**src/rtl/mips_multicycle.sv**
```systemverilog
// mips_multicycle: multi-cycle MIPS subset core (addu, subu, sll, ori, lui, lw, sw, beq, j, jal,
// jr). One shared datapath is sequenced by a FETCH/DECODE/EXEC/MEM/WB state machine. Any other
// encoding retires as a nop.
//
// Ports:
//   clk, reset                  clock (rising edge), asynchronous active-low reset
//   imem_req/addr/rdata/ready   instruction fetch handshake (ready ignored while req=0)
//   dmem_req/we/addr/wdata      data access request, held stable until dmem_ready=1
//   dmem_rdata/ready            load data and access-complete strobe
//   wb_valid/pc/reg/data        registered trace of every register-file write (incl. $0)
module mips_multicycle #(
    parameter int unsigned ADDR_W   = 32,
    parameter logic [31:0] PC_RESET = 32'h0000_3000
) (
    input  logic              clk,
    input  logic              reset,
    output logic              imem_req,
    output logic [ADDR_W-1:0] imem_addr,
    input  logic [31:0]       imem_rdata,
    input  logic              imem_ready,
    output logic              dmem_req,
    output logic              dmem_we,
    output logic [ADDR_W-1:0] dmem_addr,
    output logic [31:0]       dmem_wdata,
    input  logic [31:0]       dmem_rdata,
    input  logic              dmem_ready,
    output logic              wb_valid,
    output logic [31:0]       wb_pc,
    output logic [4:0]        wb_reg,
    output logic [31:0]       wb_data
);

    typedef enum logic [2:0] {StFetch, StDecode, StExec, StMem, StWb} state_e;

    typedef enum logic [3:0] {
        OpNop, OpAddu, OpSubu, OpSll, OpOri, OpLui, OpLw, OpSw, OpBeq, OpJ, OpJal, OpJr
    } op_e;

    state_e      state_q, state_d;
    // Low for the first cycle after reset so the first fetch starts on the edge after release.
    logic        armed_q;
    logic [31:0] pc_q, pc_d;
    logic [31:0] ipc_q, ipc_d;      // PC of the instruction in flight (trace, jal link)
    logic [31:0] ir_q, ir_d;
    logic [31:0] a_q, a_d;
    logic [31:0] b_q, b_d;
    logic [31:0] imm_q, imm_d;      // immediate already extended for the current op
    logic [31:0] res_q, res_d;      // ALU result, memory address or load data
    logic [31:0] gpr_q [32];
    logic        gpr_we;

    logic        wb_valid_q, wb_valid_d;
    logic [31:0] wb_pc_q, wb_pc_d;
    logic [4:0]  wb_reg_q, wb_reg_d;
    logic [31:0] wb_data_q, wb_data_d;

    // Instruction fields
    logic [5:0]  opcode, funct;
    logic [4:0]  rs, rt, rd, shamt;
    logic [15:0] imm;
    op_e         op;
    logic [4:0]  dst;
    logic [31:0] pc_plus4, jump_target;

    assign opcode      = ir_q[31:26];
    assign rs          = ir_q[25:21];
    assign rt          = ir_q[20:16];
    assign rd          = ir_q[15:11];
    assign shamt       = ir_q[10:6];
    assign funct       = ir_q[5:0];
    assign imm         = ir_q[15:0];
    assign pc_plus4    = pc_q + 32'd4;
    assign jump_target = {pc_plus4[31:28], ir_q[25:0], 2'b00};

    always_comb begin
        op = OpNop;
        case (opcode)
            6'h00: begin
                case (funct)
                    6'h21:   op = OpAddu;
                    6'h23:   op = OpSubu;
                    // The all-zero word is the canonical nop and retires without a write.
                    6'h00:   op = (ir_q == 32'h0) ? OpNop : OpSll;
                    6'h08:   op = OpJr;
                    default: op = OpNop;
                endcase
            end
            6'h0D:   op = OpOri;
            6'h0F:   op = OpLui;
            6'h23:   op = OpLw;
            6'h2B:   op = OpSw;
            6'h04:   op = OpBeq;
            6'h02:   op = OpJ;
            6'h03:   op = OpJal;
            default: op = OpNop;
        endcase
    end

    always_comb begin
        dst = 5'd0;
        case (op)
            OpAddu, OpSubu, OpSll: dst = rd;
            OpOri, OpLui, OpLw:    dst = rt;
            OpJal:                 dst = 5'd31;
            default:               dst = 5'd0;
        endcase
    end

    always_comb begin
        state_d    = state_q;
        pc_d       = pc_q;
        ipc_d      = ipc_q;
        ir_d       = ir_q;
        a_d        = a_q;
        b_d        = b_q;
        imm_d      = imm_q;
        res_d      = res_q;
        gpr_we     = 1'b0;
        wb_valid_d = 1'b0;
        wb_pc_d    = wb_pc_q;
        wb_reg_d   = wb_reg_q;
        wb_data_d  = wb_data_q;

        unique case (state_q)
            StFetch: begin
                if (armed_q && imem_ready) begin
                    ir_d    = imem_rdata;
                    ipc_d   = pc_q;
                    state_d = StDecode;
                end
            end
            StDecode: begin
                a_d = gpr_q[rs];
                b_d = gpr_q[rt];
                case (op)
                    OpOri:   imm_d = {16'h0000, imm};
                    OpLui:   imm_d = {imm, 16'h0000};
                    default: imm_d = {{16{imm[15]}}, imm};
                endcase
                state_d = StExec;
            end
            StExec: begin
                state_d = StFetch;
                case (op)
                    OpAddu: begin res_d = a_q + b_q;      state_d = StWb; end
                    OpSubu: begin res_d = a_q - b_q;      state_d = StWb; end
                    OpSll:  begin res_d = b_q << shamt;   state_d = StWb; end
                    OpOri:  begin res_d = a_q | imm_q;    state_d = StWb; end
                    OpLui:  begin res_d = imm_q;          state_d = StWb; end
                    OpLw, OpSw: begin
                        res_d   = a_q + imm_q;
                        state_d = StMem;
                    end
                    OpBeq: pc_d = (a_q == b_q) ? pc_plus4 + {imm_q[29:0], 2'b00} : pc_plus4;
                    OpJ:   pc_d = jump_target;
                    OpJal: begin
                        pc_d    = jump_target;
                        res_d   = pc_plus4;
                        state_d = StWb;
                    end
                    OpJr:    pc_d = a_q;
                    default: pc_d = pc_plus4;
                endcase
            end
            StMem: begin
                if (dmem_ready) begin
                    if (op == OpSw) begin
                        pc_d    = pc_plus4;
                        state_d = StFetch;
                    end else begin
                        res_d   = dmem_rdata;
                        state_d = StWb;
                    end
                end
            end
            StWb: begin
                gpr_we     = (dst != 5'd0);
                wb_valid_d = 1'b1;
                wb_pc_d    = ipc_q;
                wb_reg_d   = dst;
                wb_data_d  = res_q;
                // jal already redirected the PC in EXEC.
                if (op != OpJal) begin
                    pc_d = pc_plus4;
                end
                state_d = StFetch;
            end
            default: state_d = StFetch;
        endcase
    end

    always_ff @(posedge clk or negedge reset) begin
        if (!reset) begin
            state_q    <= StFetch;
            armed_q    <= 1'b0;
            pc_q       <= PC_RESET;
            ipc_q      <= '0;
            ir_q       <= '0;
            a_q        <= '0;
            b_q        <= '0;
            imm_q      <= '0;
            res_q      <= '0;
            wb_valid_q <= 1'b0;
            wb_pc_q    <= '0;
            wb_reg_q   <= '0;
            wb_data_q  <= '0;
        end else begin
            state_q    <= state_d;
            armed_q    <= 1'b1;
            pc_q       <= pc_d;
            ipc_q      <= ipc_d;
            ir_q       <= ir_d;
            a_q        <= a_d;
            b_q        <= b_d;
            imm_q      <= imm_d;
            res_q      <= res_d;
            wb_valid_q <= wb_valid_d;
            wb_pc_q    <= wb_pc_d;
            wb_reg_q   <= wb_reg_d;
            wb_data_q  <= wb_data_d;
        end
    end

    // $0 is never written, so it always reads as zero.
    always_ff @(posedge clk or negedge reset) begin
        if (!reset) begin
            for (int i = 0; i < 32; i++) begin
                gpr_q[i] <= '0;
            end
        end else if (gpr_we) begin
            gpr_q[dst] <= res_q;
        end
    end

    // Requests decode straight from state so an asynchronous reset drops them at once;
    // address/data buses are forced to zero whenever the matching request is idle.
    assign imem_req   = armed_q && (state_q == StFetch);
    assign imem_addr  = imem_req ? pc_q[ADDR_W-1:0] : '0;
    assign dmem_req   = (state_q == StMem);
    assign dmem_we    = dmem_req && (op == OpSw);
    assign dmem_addr  = dmem_req ? res_q[ADDR_W-1:0] : '0;
    assign dmem_wdata = dmem_req ? b_q : '0;

    assign wb_valid = wb_valid_q;
    assign wb_pc    = wb_pc_q;
    assign wb_reg   = wb_reg_q;
    assign wb_data  = wb_data_q;

endmodule

```
**config.mk**
```make
export PLATFORM = sky130hd
export DESIGN_NAME = mips_multicycle
export DESIGN_NICKNAME = d
export VERILOG_FILES = /design/src/rtl/mips_multicycle.sv
export SDC_FILE = /design/constraint.sdc
export NUM_CORES = 2
export LEC_CHECK = 0
export BUFFER_PORTS_ARGS = -buffer_cell sky130_fd_sc_hd__buf_4
export CAP_MARGIN = 5
export CORE_MARGIN = 2
export CORE_UTILIZATION = 25
export CTS_CLUSTER_SIZE = 20
export DETAILED_ROUTE_END_ITERATION = 16
export PLACE_DENSITY = 0.47
export SLEW_MARGIN = 15
export SYNTH_ARGS = -nofsm -noshare
export SYNTH_HDL_FRONTEND = slang
export SYNTH_SLANG_ARGS = --single-unit
```
**constraint.sdc**
```tcl
create_clock -name clk -period 11.3 [get_ports clk]
set_clock_uncertainty 0.2 [all_clocks]
set_input_delay 0.565 -clock clk [delete_from_list [all_inputs] [get_ports clk]]
set_output_delay 0.565 -clock clk [all_outputs]
set_load 0.05 [all_outputs]
```
==> flow_metrics.tcl <==
set metrics [dict create \
    r2r-end "res_q[20]$_DFFE_PN0P_" \
    finalPower_mw 18.15 \
    power_switching_share_pct 41.61 \
    clock.fmax_mhz 175.1 \
    path_clk_slew_ps 60 \
    synthCells 5729 \
    worstHoldPathType "input pin to register" \
    outcome "finished clean" \
    rows 200 \
    crit_start "ir_q[31]$_DFFE_PN0P_" \
    cap_violations 0 \
    cts_tree "yes" \
    grt_pass1_vias 53000 \
    cp.required_ps 11820 \
    dr_total_vias 51770 \
    root_buffer "clkbuf_16" \
    io_pins 237 \
    rr_startpoint "ir_q[31]$_DFFE_PN0P_" \
    routed_via_density 5.262 \
    path_class "register to register" \
    synth_nets 5892 \
    multi_input_area_um2 39520 \
    pwr_density_cell_nw_per_um2 209.3 \
    clkPwrFrac_pct 28.9 \
    fillCellCount 30160 \
    cts_sinks 1322 \
    synth_ff_type "dfrtp_1" \
    cts_hold_buf 58 \
    fp.dieH_um 551.1 \
    p_int_mw 10.60 \
    synth_seq_area_share_pct 44.21 \
    synth_seq_cells 1322 \
    io_buffers 236 \
    power.net_switching_mw 7.552 \
    clock_latency_ps 870 \
    min_period_over_period_pct 50.54 \
    grt_max_degree 173 \
    synth-edff-count 0 \
    slew_headroom_pct 24.30 \
    final_layout_size_suffix_gt1_share_pct 37.55 \
    power_leakage_nw 39.20 \
    first_pass_iters 5 \
    yosys-top-cells-count "1320 x dfrtp_1, 850 x mux2_2, 661 x mux4_2, 501 x nand2_1, 381 x clkbuf_1" \
    mappedNetlistArea_um2 74840 \
    chipWidth_um 551.1 \
    worstMarginPinSlew_ps 1136 \
    synth_top_area_share_pct 44.14 \
    cts_buffer_depth 4 \
    cts_inserted_buffers 158 \
    synth_area_leaders "dfrtp_1 44%, mux4_2 20%, mux2_2 13%" \
    async_flop_share_pct 100.0 \
    coreArea_um2 297300 \
    antenna_found_initial 8 \
    fin_crit_ps 5711 \
    grt_util_all_layers_pct 19.11 \
    drc 0 \
    drt-total-wl_um 293900 \
    yosys_warnings 0 \
    cp.arrival_ps 6230 \
    power.share.sequential_pct 31.9 \
    synth.most_common_cell "dfrtp_1" \
    ir_drop_v 0.0001814 \
    post_cts_buffers 0 \
    avgSynthCellArea_um2 13.06 \
    start_util_pct 25.17 \
    grt_overflow 0 \
    fin_tns_setup_ps 0 \
    gp_congestion 0.9275 \
    hold_end "res_q[31]$_DFFE_PN0P_" \
    wl_per_cell_um 29.87 \
    regArea_um2 33120 \
    htreeDepth 4 \
    largest-register "gpr_q" \
    detail-route-antenna-nets 0 \
    rsz0062_at_grt "no" \
    cts_resized 0 \
    hold_violations 0 \
    maxSlewViolCount 0 \
    reg2regPathDepth 18 \
    worst-r2r-setup-slack_ps 5590 \
    yosys.area.top_type "dfrtp_1" \
    hold_path_startpoint "dmem_rdata[31]" \
    dp_hpwl_um 189900 \
    grt_pass1_wl_um 416300 \
    setup_viol 0 \
    largest_reg_flops 1024 \
    whs_path_depth 4 \
    cp-start-kind "register" \
    layout.nets 5946 \
    combPwrFrac_pct 39.2 \
    cp_max_fo 65 \
    endpoint_kind "register" \
    drt_iter0_drc 4220 \
    die_area_um2 303700 \
    synth.distinct_cells 81 \
    area_delta_synth_final_pct 15.89 \
]
-- routing by layer --
| metal | track usage, % | vias up | routed length [um] | share of wire, % |
|---|---|---|---|---|
| met5 | 0 | - | 0 | 0 |
| met4 | 8.218 | 0 | 13620 | 4.6 |
| met3 | 2.255 | 452 | 15460 | 5.3 |
| met2 | 31.12 | 1663 | 139000 | 47 |
| met1 | 25.62 | 27980 | 125800 | 43 |
| li1 | - | 21670 | - | - |
-- critical path: stages, from the launching register on --
cell	delay, ps
dfrtp_1	640
and3b_1	260
and2_2	140
buf_4	570
nand2_1	150
nand2_1	90
ha_1	220
inv_1	80
fa_1	430
nor2b_1	130
o21a_1	140
o21ai_0	180
a211o_1	380
a41oi_1	390
nor4_1	150
o31ai_1	350
xor2_1	130
a221oi_1	790
nor2_1	130
-- power groups by stage --
| stage | registers [mW] | clock network (mW) | logic (mW) |
|---|---|---|---|
| global placement | 5.86 | 0 | 7.10 |
| finish | 5.79 | 5.25 | 7.11 |
| global route | 5.85 | 5.56 | 7.52 |
| detailed placement | 5.87 | 0 | 7.10 |
| CTS | 5.79 | 5.38 | 7.13 |
| floorplan | 5.79 | 0 | 4.45 |
-- cells in the final DEF (no fill, tap or decap), drive strengths merged, types with 107 or more instances in the layout --
| cell type | netlist | routed |
|---|---|---|
| o21ai | 262 | 262 |
| nor2 | 170 | 170 |
| mux2 | 1057 | 1057 |
| buf | 166 | 383 |
| nand2 | 504 | 504 |
| mux4 | 661 | 661 |
| dfrtp | 1320 | 1320 |
| mux2i | 107 | 107 |
| a21oi | 187 | 187 |
| clkbuf | 381 | 236 |
-- area by class of cell --
| type | instances | area share, % |
|---|---|---|
| multi-input combinational | 3772 | 45.57 |
| sequential | 1322 | 38.20 |
| tap | 3939 | 5.683 |
| clock buffer | 236 | 5.445 |
| timing repair buffer | 441 | 4.165 |
| clock inverter | 34 | 0.5454 |
| inverter | 88 | 0.3823 |
| antenna | 5 | 0.01443 |
-- logic make-up after synthesis --
| family | count (synthesis) | synth area share (%) |
|---|---|---|
| multiplexers | 1825 | 37.23 |
| flip-flops | 1322 | 44.21 |
| AND/OR/NAND/NOR | 965 | 5.845 |
| AO/OA/AOI/OAI | 782 | 6.532 |
| buffers and inverters | 635 | 3.344 |
| XOR/XNOR | 104 | 1.217 |
| adder cells (fa/ha/maj) | 95 | 1.618 |
| other | 1 | 0.005011 |
-- metrics by stage --
| step | utilization [%] | hold WS (ps) | instance area [um^2] | std cells | worst slack, ps |
|---|---|---|---|---|---|
| 2_1_floorplan | - | 69.41 | 74840 | 5729 | 7101 |
| 3_5_place_dp | 27.22 | 182.1 | 80920 | 9504 | 5560 |
| 4_1_cts | 29.16 | 24.89 | 86700 | 9832 | 5593 |
| 6_report | 29.17 | 89.68 | 86720 | 9837 | 5589 |
| 5_1_grt | 29.17 | 112.2 | 86710 | 9833 | 5306 |
| 3_3_place_gp | 27.22 | 176.3 | 80920 | 9504 | 5589 |
-- how the worst max path moves through the flow --
stage and to:
6_report res_q[20]$_DFFE_PN0P_, 5_1_grt res_q[20]$_DFFE_PN0P_, 4_1_cts res_q[20]$_DFFE_PN0P_, 3_5_place_dp res_q[20]$_DFFE_PN0P_, 3_3_place_gp res_q[20]$_DFFE_PN0P_, 2_1_floorplan res_q[20]$_DFFE_PN0P_
Power figures use the tool's default switching activity.
